==> config.mk <==
export PLATFORM = sky130hd
export DESIGN_NAME = regf_bus_initiator
export DESIGN_NICKNAME = d
export VERILOG_FILES = /design/src/rtl/regf_bus_initiator.sv
export SDC_FILE = /design/constraint.sdc
export NUM_CORES = 1
export LEC_CHECK = 0
export CORE_MARGIN = 2
export CORE_UTILIZATION = 37
export DETAILED_ROUTE_END_ITERATION = 10
export GPL_TIMING_DRIVEN = 0
export PLACE_DENSITY = 0.88
export SYNTH_ARGS = -nofsm -noshare
export SYNTH_HDL_FRONTEND = slang
export SYNTH_SLANG_ARGS = --single-unit
==> constraint.sdc <==
create_clock -name main_clk_i -period 1.55 [get_ports main_clk_i]
set_input_delay 0.465 -clock main_clk_i [delete_from_list [all_inputs] [get_ports main_clk_i]]
set_output_delay 0.465 -clock main_clk_i [all_outputs]
set_load 0.1 [all_outputs]
==> src/rtl/regf_bus_initiator.sv <==
// Command/response initiator for the regf mem_* bus: one single-cycle access per command.
// Optional read-modify-write with per-bit write mask when REGF_INIT_RMW_EN is defined.
module regf_bus_initiator #(
  parameter int AW  = 13,
  parameter int DW  = 32,
  parameter int ECW = 8
) (
  input  logic           main_clk_i,
  input  logic           main_rst_an_i,
  input  logic           cmd_valid_i,
  output logic           cmd_ready_o,
  input  logic [AW-1:0]  cmd_addr_i,
  input  logic           cmd_write_i,
  input  logic [DW-1:0]  cmd_wdata_i,
`ifdef REGF_INIT_RMW_EN
  input  logic [DW-1:0]  cmd_wmask_i,
`endif
  output logic           rsp_valid_o,
  input  logic           rsp_ready_i,
  output logic [DW-1:0]  rsp_rdata_o,
  output logic           rsp_err_o,
  output logic           mem_ena_o,
  output logic [AW-1:0]  mem_addr_o,
  output logic           mem_wena_o,
  output logic [DW-1:0]  mem_wdata_o,
  input  logic [DW-1:0]  mem_rdata_i,
  input  logic           mem_err_i,
  output logic           busy_o,
  output logic [ECW-1:0] err_cnt_o
);

  typedef enum logic [1:0] {
    ST_IDLE,
    ST_ACC,
    ST_RSP
`ifdef REGF_INIT_RMW_EN
    , ST_RMW_RD
`endif
  } state_t;

  state_t         state_reg, state_next;
  logic           mem_ena_reg, mem_ena_next;
  logic           mem_wena_reg, mem_wena_next;
  logic [AW-1:0]  mem_addr_reg, mem_addr_next;
  logic [DW-1:0]  mem_wdata_reg, mem_wdata_next;
  logic           rsp_valid_reg, rsp_valid_next;
  logic [DW-1:0]  rsp_rdata_reg, rsp_rdata_next;
  logic           rsp_err_reg, rsp_err_next;
  logic [ECW-1:0] err_cnt_reg, err_cnt_next;
  logic           cmd_fire;
`ifdef REGF_INIT_RMW_EN
  logic [DW-1:0]  wmask_reg, wmask_next;
  logic           rmw_reg, rmw_next;
`endif

  assign cmd_ready_o = (state_reg == ST_IDLE) || ((state_reg == ST_RSP) && rsp_ready_i);
  assign cmd_fire    = cmd_valid_i && cmd_ready_o;

  always_comb begin
    state_next     = state_reg;
    mem_ena_next   = mem_ena_reg;
    mem_wena_next  = mem_wena_reg;
    mem_addr_next  = mem_addr_reg;
    mem_wdata_next = mem_wdata_reg;
    rsp_valid_next = rsp_valid_reg;
    rsp_rdata_next = rsp_rdata_reg;
    rsp_err_next   = rsp_err_reg;
    err_cnt_next   = err_cnt_reg;
`ifdef REGF_INIT_RMW_EN
    wmask_next     = wmask_reg;
    rmw_next       = rmw_reg;
`endif

    case (state_reg)
      ST_IDLE: ;
      ST_ACC: begin
        mem_ena_next   = 1'b0;
        mem_wena_next  = 1'b0;
        rsp_valid_next = 1'b1;
        rsp_err_next   = mem_err_i;
        rsp_rdata_next = mem_wena_reg ? '0 : mem_rdata_i;
`ifdef REGF_INIT_RMW_EN
        // RMW writes report the old value captured during the read phase
        if (rmw_reg) rsp_rdata_next = rsp_rdata_reg;
`endif
        state_next     = ST_RSP;
      end
      ST_RSP: begin
        if (rsp_ready_i) begin
          rsp_valid_next = 1'b0;
          state_next     = ST_IDLE;
        end
      end
`ifdef REGF_INIT_RMW_EN
      ST_RMW_RD: begin
        if (mem_err_i) begin
          mem_ena_next   = 1'b0;
          rsp_valid_next = 1'b1;
          rsp_err_next   = 1'b1;
          rsp_rdata_next = '0;
          state_next     = ST_RSP;
        end else begin
          mem_wena_next  = 1'b1;
          mem_wdata_next = (mem_rdata_i & ~wmask_reg) | (mem_wdata_reg & wmask_reg);
          rsp_rdata_next = mem_rdata_i;
          rmw_next       = 1'b1;
          state_next     = ST_ACC;
        end
      end
`endif
      default: state_next = ST_IDLE;
    endcase

    // Acceptance is shared by IDLE and the RSP fast path
    if (cmd_fire) begin
      mem_ena_next   = 1'b1;
      mem_wena_next  = cmd_write_i;
      mem_addr_next  = cmd_addr_i;
      mem_wdata_next = cmd_wdata_i;
      state_next     = ST_ACC;
`ifdef REGF_INIT_RMW_EN
      wmask_next     = cmd_wmask_i;
      rmw_next       = 1'b0;
      if (cmd_write_i && (cmd_wmask_i != '1)) begin
        mem_wena_next = 1'b0;
        state_next    = ST_RMW_RD;
      end
`endif
    end

    if (mem_ena_reg && mem_err_i && (err_cnt_reg != '1))
      err_cnt_next = err_cnt_reg + ECW'(1);
  end

  always_ff @(posedge main_clk_i or negedge main_rst_an_i) begin
    if (!main_rst_an_i) begin
      state_reg     <= ST_IDLE;
      mem_ena_reg   <= 1'b0;
      mem_wena_reg  <= 1'b0;
      mem_addr_reg  <= '0;
      mem_wdata_reg <= '0;
      rsp_valid_reg <= 1'b0;
      rsp_rdata_reg <= '0;
      rsp_err_reg   <= 1'b0;
      err_cnt_reg   <= '0;
`ifdef REGF_INIT_RMW_EN
      wmask_reg     <= '0;
      rmw_reg       <= 1'b0;
`endif
    end else begin
      state_reg     <= state_next;
      mem_ena_reg   <= mem_ena_next;
      mem_wena_reg  <= mem_wena_next;
      mem_addr_reg  <= mem_addr_next;
      mem_wdata_reg <= mem_wdata_next;
      rsp_valid_reg <= rsp_valid_next;
      rsp_rdata_reg <= rsp_rdata_next;
      rsp_err_reg   <= rsp_err_next;
      err_cnt_reg   <= err_cnt_next;
`ifdef REGF_INIT_RMW_EN
      wmask_reg     <= wmask_next;
      rmw_reg       <= rmw_next;
`endif
    end
  end

  assign mem_ena_o   = mem_ena_reg;
  assign mem_wena_o  = mem_wena_reg;
  assign mem_addr_o  = mem_addr_reg;
  assign mem_wdata_o = mem_wdata_reg;
  assign rsp_valid_o = rsp_valid_reg;
  assign rsp_rdata_o = rsp_rdata_reg;
  assign rsp_err_o   = rsp_err_reg;
  assign busy_o      = (state_reg != ST_IDLE);
  assign err_cnt_o   = err_cnt_reg;

endmodule

# --- After elaboration in Yosys (flattened, before gate mapping) ---
# Cells that the tools add are included.
word_totals:
  input_bits: 83
  reg_bits: 91
  wordCells: 36
  output_inout_bits: 91
classes:
  n_eq_ne: 6
  mux: 9
  reduce_logical: 11
  add_sub_neg: 1
op_table:
  columns: ["operator", "n"]
  rows:
  - ["$mux 32", 1]
  - ["$add 8x1->8 const B", 1]
  - ["$ne 8x8->1 const B", 1]
  - ["$pmux 2 s3", 1]
  - ["$reduce_bool 2->1", 3]
  - ["$logic_and 1x1->1", 4]
  - ["$mux 1", 4]
  - ["$mux 2", 2]
  - ["$ne 2x2->1 const B", 2]
  - ["$reduce_and 2->1", 2]
  - ["$ne 3x3->1 const B", 1]
  - ["$eq 2x1->1 const B", 1]
  - ["$eq 2x2->1 const B", 1]
  - ["$logic_not 2->1", 1]
  - ["$pmux 1 s2", 1]
  - ["$logic_or 1x1->1", 1]

# --- Logic depth before layout (Yosys ltp) ---
depth:
  word_depth: 6
  mapped_depth: 5
  ltp_nobuf: 4

# --- Least setup slack after synthesis ---
# Ideal clock, no wire load.
synth_timing:
  kind: "flip-flop to output port"
  start: "register state_reg[1]"
  end: "output cmd_ready_o"
  n_path_buf: 0
  arrival_time_ps: 1782
  setup_slack_ps: -697
  stages_incl_launch_ff: 3
  required_ps: 1085
  cell_sequence: "dfrtp_1 nor2b_4 nor2_1"
synth_via:
  elab_chain_cells: 3
  word_cells_on_any_way: 4
  classes_between: "eq/ne: 1; reduce/logical: 3"
synth_rtl:
  columns: ["item", "line", "source"]
  rows:
  - ["start: declaration", "41", "state_t state_reg, state_next;"]
  - ["start signal: assignment", "151", "state_reg <= state_next;"]
  - ["$eq 2x2->1", "56", "assign cmd_ready_o = (state_reg == ST_IDLE) || ((state_reg == ST_RSP) && rsp_ready_i);"]
  - ["$logic_and 1x1->1", "56", null]
  - ["$logic_or 1x1->1 (*)", "56", null]
  - ["end: declaration", "11", "output logic cmd_ready_o,"]
# Mark *: on every way between the ends. The rest lies on a longest branch, timed or not.

# --- Final worst setup path ---
layout_timing:
  start: "register state_reg[0]"
  end: "output cmd_ready_o"
# Same word-level chain as after synthesis.

==> impl_results.md <==
* Clock transition at the registers of the reported paths at 90 ps
* Setup WS post-layout at -124 ps
* Hold Path Class: reg -> reg
* Placement Rows at 36
* Syn avg cell area at 12.9 um2
* Final period utilization at 108%
* Die width at 105 um
* Vias in the first global route at 3164
* Area added between synthesis and finish at 63.8%
* DRC errors left at 0
* First-pass GRT wire length at 16000 um
* Actual slew at the worst max-slew pin at 405 ps
* Crit path max-delay family: flip-flops
* Outcome: finished with violations
* CTS Sinks at 91
* Buf/Inv on CP at 2
* Share of layout cells above drive strength 1 at 40.4%
* Multi-input gate area at 0.00151 mm2
* WL per Instance at 16.6 um
* Worst reg2reg setup slack at -20 ps
* FMAX at 597 MHz
* HPWL Detailed at 7330 um
* Failing checks: negative setup slack
* Synth Instances at 292
* Worst setup SP type: register
* CTS Buf Count at 9
* Worst path max stage delay at 430 ps
* Register area at 0.00231 mm2
* Synth Flop Type: dfrtp_1
* Post-synthesis cell area at 0.00375 mm2
* Slew HR at 73.0%
* IO Port Bufs at 173
* CTS Root Cell: clkbuf_8
* Netlist cell types at 32
* Crit path max-delay cell type: dfrtp_2
* Largest net degree at the start of global routing at 75
* CP cell instances: buf_6 > nor2_4 > buf_12
* Total iterations of the first detailed-routing run at 4
* Post-Syn Nets at 376
* Post-synthesis sequential area ratio at 60.7%
* Post-synth EDFFs at 0
* Core outline area at 0.00982 mm2
* GPL Wtd Cong at 0.822
* Die Footprint at 0.0110 mm2
* All-Layer GR Usage at 18.3%
* Initial DRC count at 107
* Crit-path max FO at 4
* Grt total ovfl at 0
* Layout Skew at 14.4 ps
* Die Y at 105 um
* Vias at 2985
* Ant. Diodes at 0
* Fin cells at 631
* Post-layout minimum cycle time at 1670 ps
* Synth async-reset ratio at 100%
* Worst skew pair latency at 350 ps
* Nets at 577
* H-tree levels at 3
* Starting Density at 38.2%
* CTS tree: built
* IO Pins at 174
* Deepest clock path buffer count at 2
* Critical Path AT at 1210 ps
* Crit Path Category: reg -> out
* Number of max-cap violations at 0
* DRT antenna net count at 0
* Data required, critical path at 1080 ps
* Hold Violations, Final at 0
* Setup violators final at 10
* Sum Neg Setup Slack at -367 ps
* Routed WL at 10500 um
* Post-synthesis register bit count at 91
* RSZ-0062 raised after global routing: true
* Worst setup EP type: output pin
* Drt via density at 4.73
* End-of-flow core utilization at 62.6%
* Fillcell total at 816
* Synth warn at 0
* Slew Viols, Final at 0
* Placed Cells at 599
* Initial antenna violation count at 0
metal layers:
| metal | up-vias | global-route usage [%] | routed length (um) | share of wire (%) |
|---|---|---|---|---|
| met4 | 0 | 6.67 | 216 | 2.1 |
| met1 | 1458 | 21.6 | 4280 | 41 |
| met3 | 18 | 4.55 | 625 | 6.0 |
| met2 | 123 | 32.0 | 5380 | 51 |
| li1 | 1386 | - | - | - |
| met5 | - | 0 | 0 | 0 |
cell type report:
cell class | instances | area share, %
Sequential cell | 91 | 37.5
Multi-Input combinational cell | 183 | 24.5
Clock buffer | 10 | 2.08
Timing Repair Buffer | 191 | 30.1
Inverter | 2 | 0.122
Tap cell | 133 | 2.71
Buffer | 15 | 1.89
Clock inverter | 6 | 1.06
synthesized netlist by cell type, types with 2 or more instances:
cell / number / area share [%]
clkbuf_1: 7 / 0.70
buf_4: 2 / 0.40
inv_1: 2 / 0.20
o21ai_0: 35 / 4.7
dfrtp_1: 91 / 61
a21oi_1: 4 / 0.53
and4_1: 2 / 0.47
nand3_1: 4 / 0.53
nor2_1: 2 / 0.20
xor2_1: 2 / 0.47
nand2_1: 37 / 3.7
nand2b_1: 34 / 5.7
mux2_2: 31 / 9.3
mux2i_1: 2 / 0.53
buf_2: 4 / 0.53
mux2_4: 17 / 6.8
worst register-to-register path: stages, from the launching register on:
cell	delay [ps]
dfrtp_2	430
buf_6	140
nor3b_4	230
buf_6	200
buf_12	160
mux2_4	310
cell families (layout without fill, tap and decap cells):
kind of cell / count (synthesis) / after routing / synth area share [%]
adder cells (fa/ha/maj): 1 / 1 / 0.333
XOR/XNOR: 3 / 3 / 0.700
multiplexers: 51 / 51 / 16.9
flip-flops: 91 / 91 / 60.7
buffers and inverters: 18 / 224 / 3.07
AO/OA/AOI/OAI: 43 / 43 / 6.23
AND/OR/NAND/NOR: 85 / 85 / 12.1
layout by cell type (no fill, tap or decap), types with 3 or more instances in the layout:
cell type / count
nand3_1: 4
buf_6: 14
nand2b_1: 34
clkdlybuf4s50_1: 80
nand2_1: 37
dfrtp_1: 80
a21oi_1: 4
buf_8: 9
mux2_4: 46
o21ai_0: 35
mux2_2: 3
clkbuf_8: 9
buf_4: 84
dfrtp_2: 4
buf_12: 4
dfrtp_4: 7
clkbuf_1: 8
timing repair:
item,in CTS,in global routing
cloned,1,2
hold buffers,1,0
gates resized for setup,575,44
buffers inserted,12,1
endpoints found under the setup margin,137,72
pin swaps,3,3
hold endpoints to repair,17,0
final timing paths:
path / depth (start not counted) / startpoint / endpoint
max in group asynchronous: 3 / main_rst_an_i / err_cnt_o[1]
hold / removal: 2 / rsp_rdata_o[4] / rsp_rdata_o[4]
min in group asynchronous: 2 / main_rst_an_i / mem_wdata_o[3]
setup / recovery: 3 / state_reg[0] / cmd_ready_o
setup reg to reg: 5 / state_reg[0] / mem_wdata_o[8]
hold reg to reg: 2 / rsp_rdata_o[4] / rsp_rdata_o[4]
stage by stage:
stage	worst slack, ps	cell area (um2)	hold WS, ps
5_1_grt	-171	6150	513
6_report	-124	6150	487
2_1_floorplan	-85.8	3820	169
3_3_place_gp	-3730	5720	461
3_5_place_dp	-1200	5750	359
4_1_cts	-145	5950	491
Power is not shown: default switching activity piles up to over one toggle a cycle in this logic, so the estimate is an artifact.
==> variant: new RTL, same settings <==
The parameter `ECW` goes from 8 to 12.
--- a/src/rtl/regf_bus_initiator.sv
+++ b/src/rtl/regf_bus_initiator.sv
@@ -3,7 +3,7 @@
 module regf_bus_initiator #(
   parameter int AW  = 13,
   parameter int DW  = 32,
-  parameter int ECW = 8
+  parameter int ECW = 12
 ) (
   input  logic           main_clk_i,
   input  logic           main_rst_an_i,
Interface: changed (resized err_cnt_o); port bits go from 174 to 178. The function was not compared with the original's and may differ.
==> variant against the unedited design <==
The run still ends with setup timing left. Cell area rose by 4.7%. Core utilization rose by 0.60 points. Global-route usage rose by 0.75 points. Routed wire length rose by 4.4%. Register-to-register slack got worse by 0.02 ns. Sequential cell count rose by 4. Synthesized area rose by 1.8%. Critical path depth did not move. Setup slack got worse by 0.0054 ns. Hold slack got worse by 0.37 ns.
Power is not shown: default switching activity piles up to over one toggle a cycle in this logic, so the estimate is an artifact.
==> variant: results (changes against the unedited design) <==
stage	metric	value	unit	change
global_route	grt.total_usage	19.01	%	+0.75 points
logic_synthesis	yosysWarnings	0		unchanged
setup_path	worstRegToRegCells	5		unchanged
setup_path	cp.arrival	1.21	ns	about the same
worst_hold_path	hold_path_class	input port to async pin		
logic_synthesis	synthTopCellsByArea	dfrtp_1 62%, mux2_2 14%, nand2b_1 5.6%, o21ai_0 4.7%, nand2_1 4.1%		
sta	max_slew_margin	58.86	%	-14 points
cts	clk_pin_slew	0.08	ns	
setup_path	max_stage_delay	0.43	ns	about the same
run	drv_cap	0		unchanged
sta	finalWorstSetupSlack	-0.1297	ns	-0.005391 ns
layout	layout-drive-gt1-share	44.91	%	+4.6 points
global_route	grt_start_max_net_pins	52		-31%
global_route	antenna_found_initial	0		unchanged
logic_synthesis	synth-edff-count	0		unchanged
setup_path	slowest_stage	dfrtp_2		
place	portBuffers	177		+2.3%
cts	cts-buffers-inserted	9		unchanged
layout	diodes	0		unchanged
sta	fin_skew	0.009944	ns	-0.004439 ns
cts	clockRootBuffer	clkbuf_8		
cts	clk-insertion-delay-late	0.36	ns	
layout	fillCellCount	810		-0.74%
outcome	status	finished with violations		
logic_synthesis	yosysSeqAreaShare	62.19	%	+1.5 points
logic_synthesis	synth-async-reset-ratio	100.0	%	unchanged
sta	setup_viol	21		+11
place	dp_hpwl	7460	µm	+1.8%
global_route	grt_pass1_vias	3276		+3.5%
cts	clock_path_buffers	2		unchanged
setup_path	critPathTopFamily	flip-flops		
drt	wl_per_cell	16.68	µm	+0.22%
cts	htree_levels	3		unchanged
logic_synthesis	yosys-top-cells-count	95 x dfrtp_1, 46 x mux2_2, 42 x nand2_1		
logic_synthesis	syn_nets	392		+4.3%
layout	final_nets	601		+4.2%
setup_path	path_max_fanout	4		unchanged
drt	ant_nets	0		unchanged
place	gp_congestion	0.7753		-5.7%
drt	drt-initial-drc-count	106		-0.93%
global_route	grt_pass1_wl	16680	µm	+4.2%
sta	fin_setup_tns	-0.4627	ns	-0.09521 ns
logic_synthesis	yosysUniqueCellTypes	32		unchanged
drt	vias	3159		+5.8%
drt	first_pass_iters	4		unchanged
outcome	failed_checks	setup timing		
[variant: per-stage QoR]
stage	instances	setup WS, ns	utilization, %	hold slack (ns)	area (µm²)
after global placement	621	-3.987	57.73	0.4612	5879
after global routing	657	-0.1818	63.22	0.1295	6439
after floorplan	308	-0.1542	-	0.1694	3938
after CTS	651	-0.1718	60.98	0.1163	6211
final	657	-0.1297	63.22	0.1148	6439
after detailed placement	622	-1.307	57.97	0.4690	5904
[variant: path summary, 6_finish.rpt]
kind | from | end | slack, ns
setup / recovery | state_reg[0] | cmd_ready_o | -0.13
hold / removal | main_rst_an_i | mem_wdata_o[14] | 0.11
setup reg to reg | err_cnt_o[5] | err_cnt_o[6] | -0.04
hold reg to reg | err_cnt_o[11] | err_cnt_o[11] | 0.48
max in group asynchronous | main_rst_an_i | state_reg[1] | 0.76
min in group main_clk_i | err_cnt_o[11] | err_cnt_o[11] | 0.48
[variant: final cells by class]
class	count	area [µm²]	area share, %
Buffer	18	147.6	2.293
Clock buffer	12	165.2	2.565
Clock inverter	3	17.52	0.2721
Inverter	1	3.754	0.05830
Multi-Input combinational cell	194	1582	24.56
Sequential cell	95	2425	37.66
Tap cell	136	170.2	2.643
Timing Repair Buffer	198	1928	29.95
[variant: cell families after synthesis]
group                    count (synthesis)  share of synthesized area [%]
AND/OR/NAND/NOR                         97                          13.65
flip-flops                              95                          62.19
multiplexers                            47                          13.85
AO/OA/AOI/OAI                           39                          5.172
buffers and inverters                   19                          2.520
XOR/XNOR                                10                          2.291
adder cells (fa/ha/maj)                  1                         0.3273
[variant: per-layer routing]
layer	wire [µm]	GRT usage, %	vias to the layer above	share of wire (%)
li1	-	-	1457	-
met1	4384	23.39	1549	40
met2	5645	32.63	136	52
met3	730	4.515	17	6.7
met4	196	6.767	0	1.8
met5	0	0	-	0
[variant: worst reg2reg max path, delay by kind of cell, from the launching register on]
family,cells,cell delay [ns]
DFF,1,0.47
buffers and inverters,1,0.19
and+or+nand+nor,3,0.62
xor gates and xnor gates,1,0.21
[variant: what timing repair did]
item / CTS / global route
pin swaps: 3 / 5
endpoints found under the setup margin: 168 / 94
gates resized for setup: 635 / 46
gates cloned: 1 / 1
setup buffers: 13 / 5
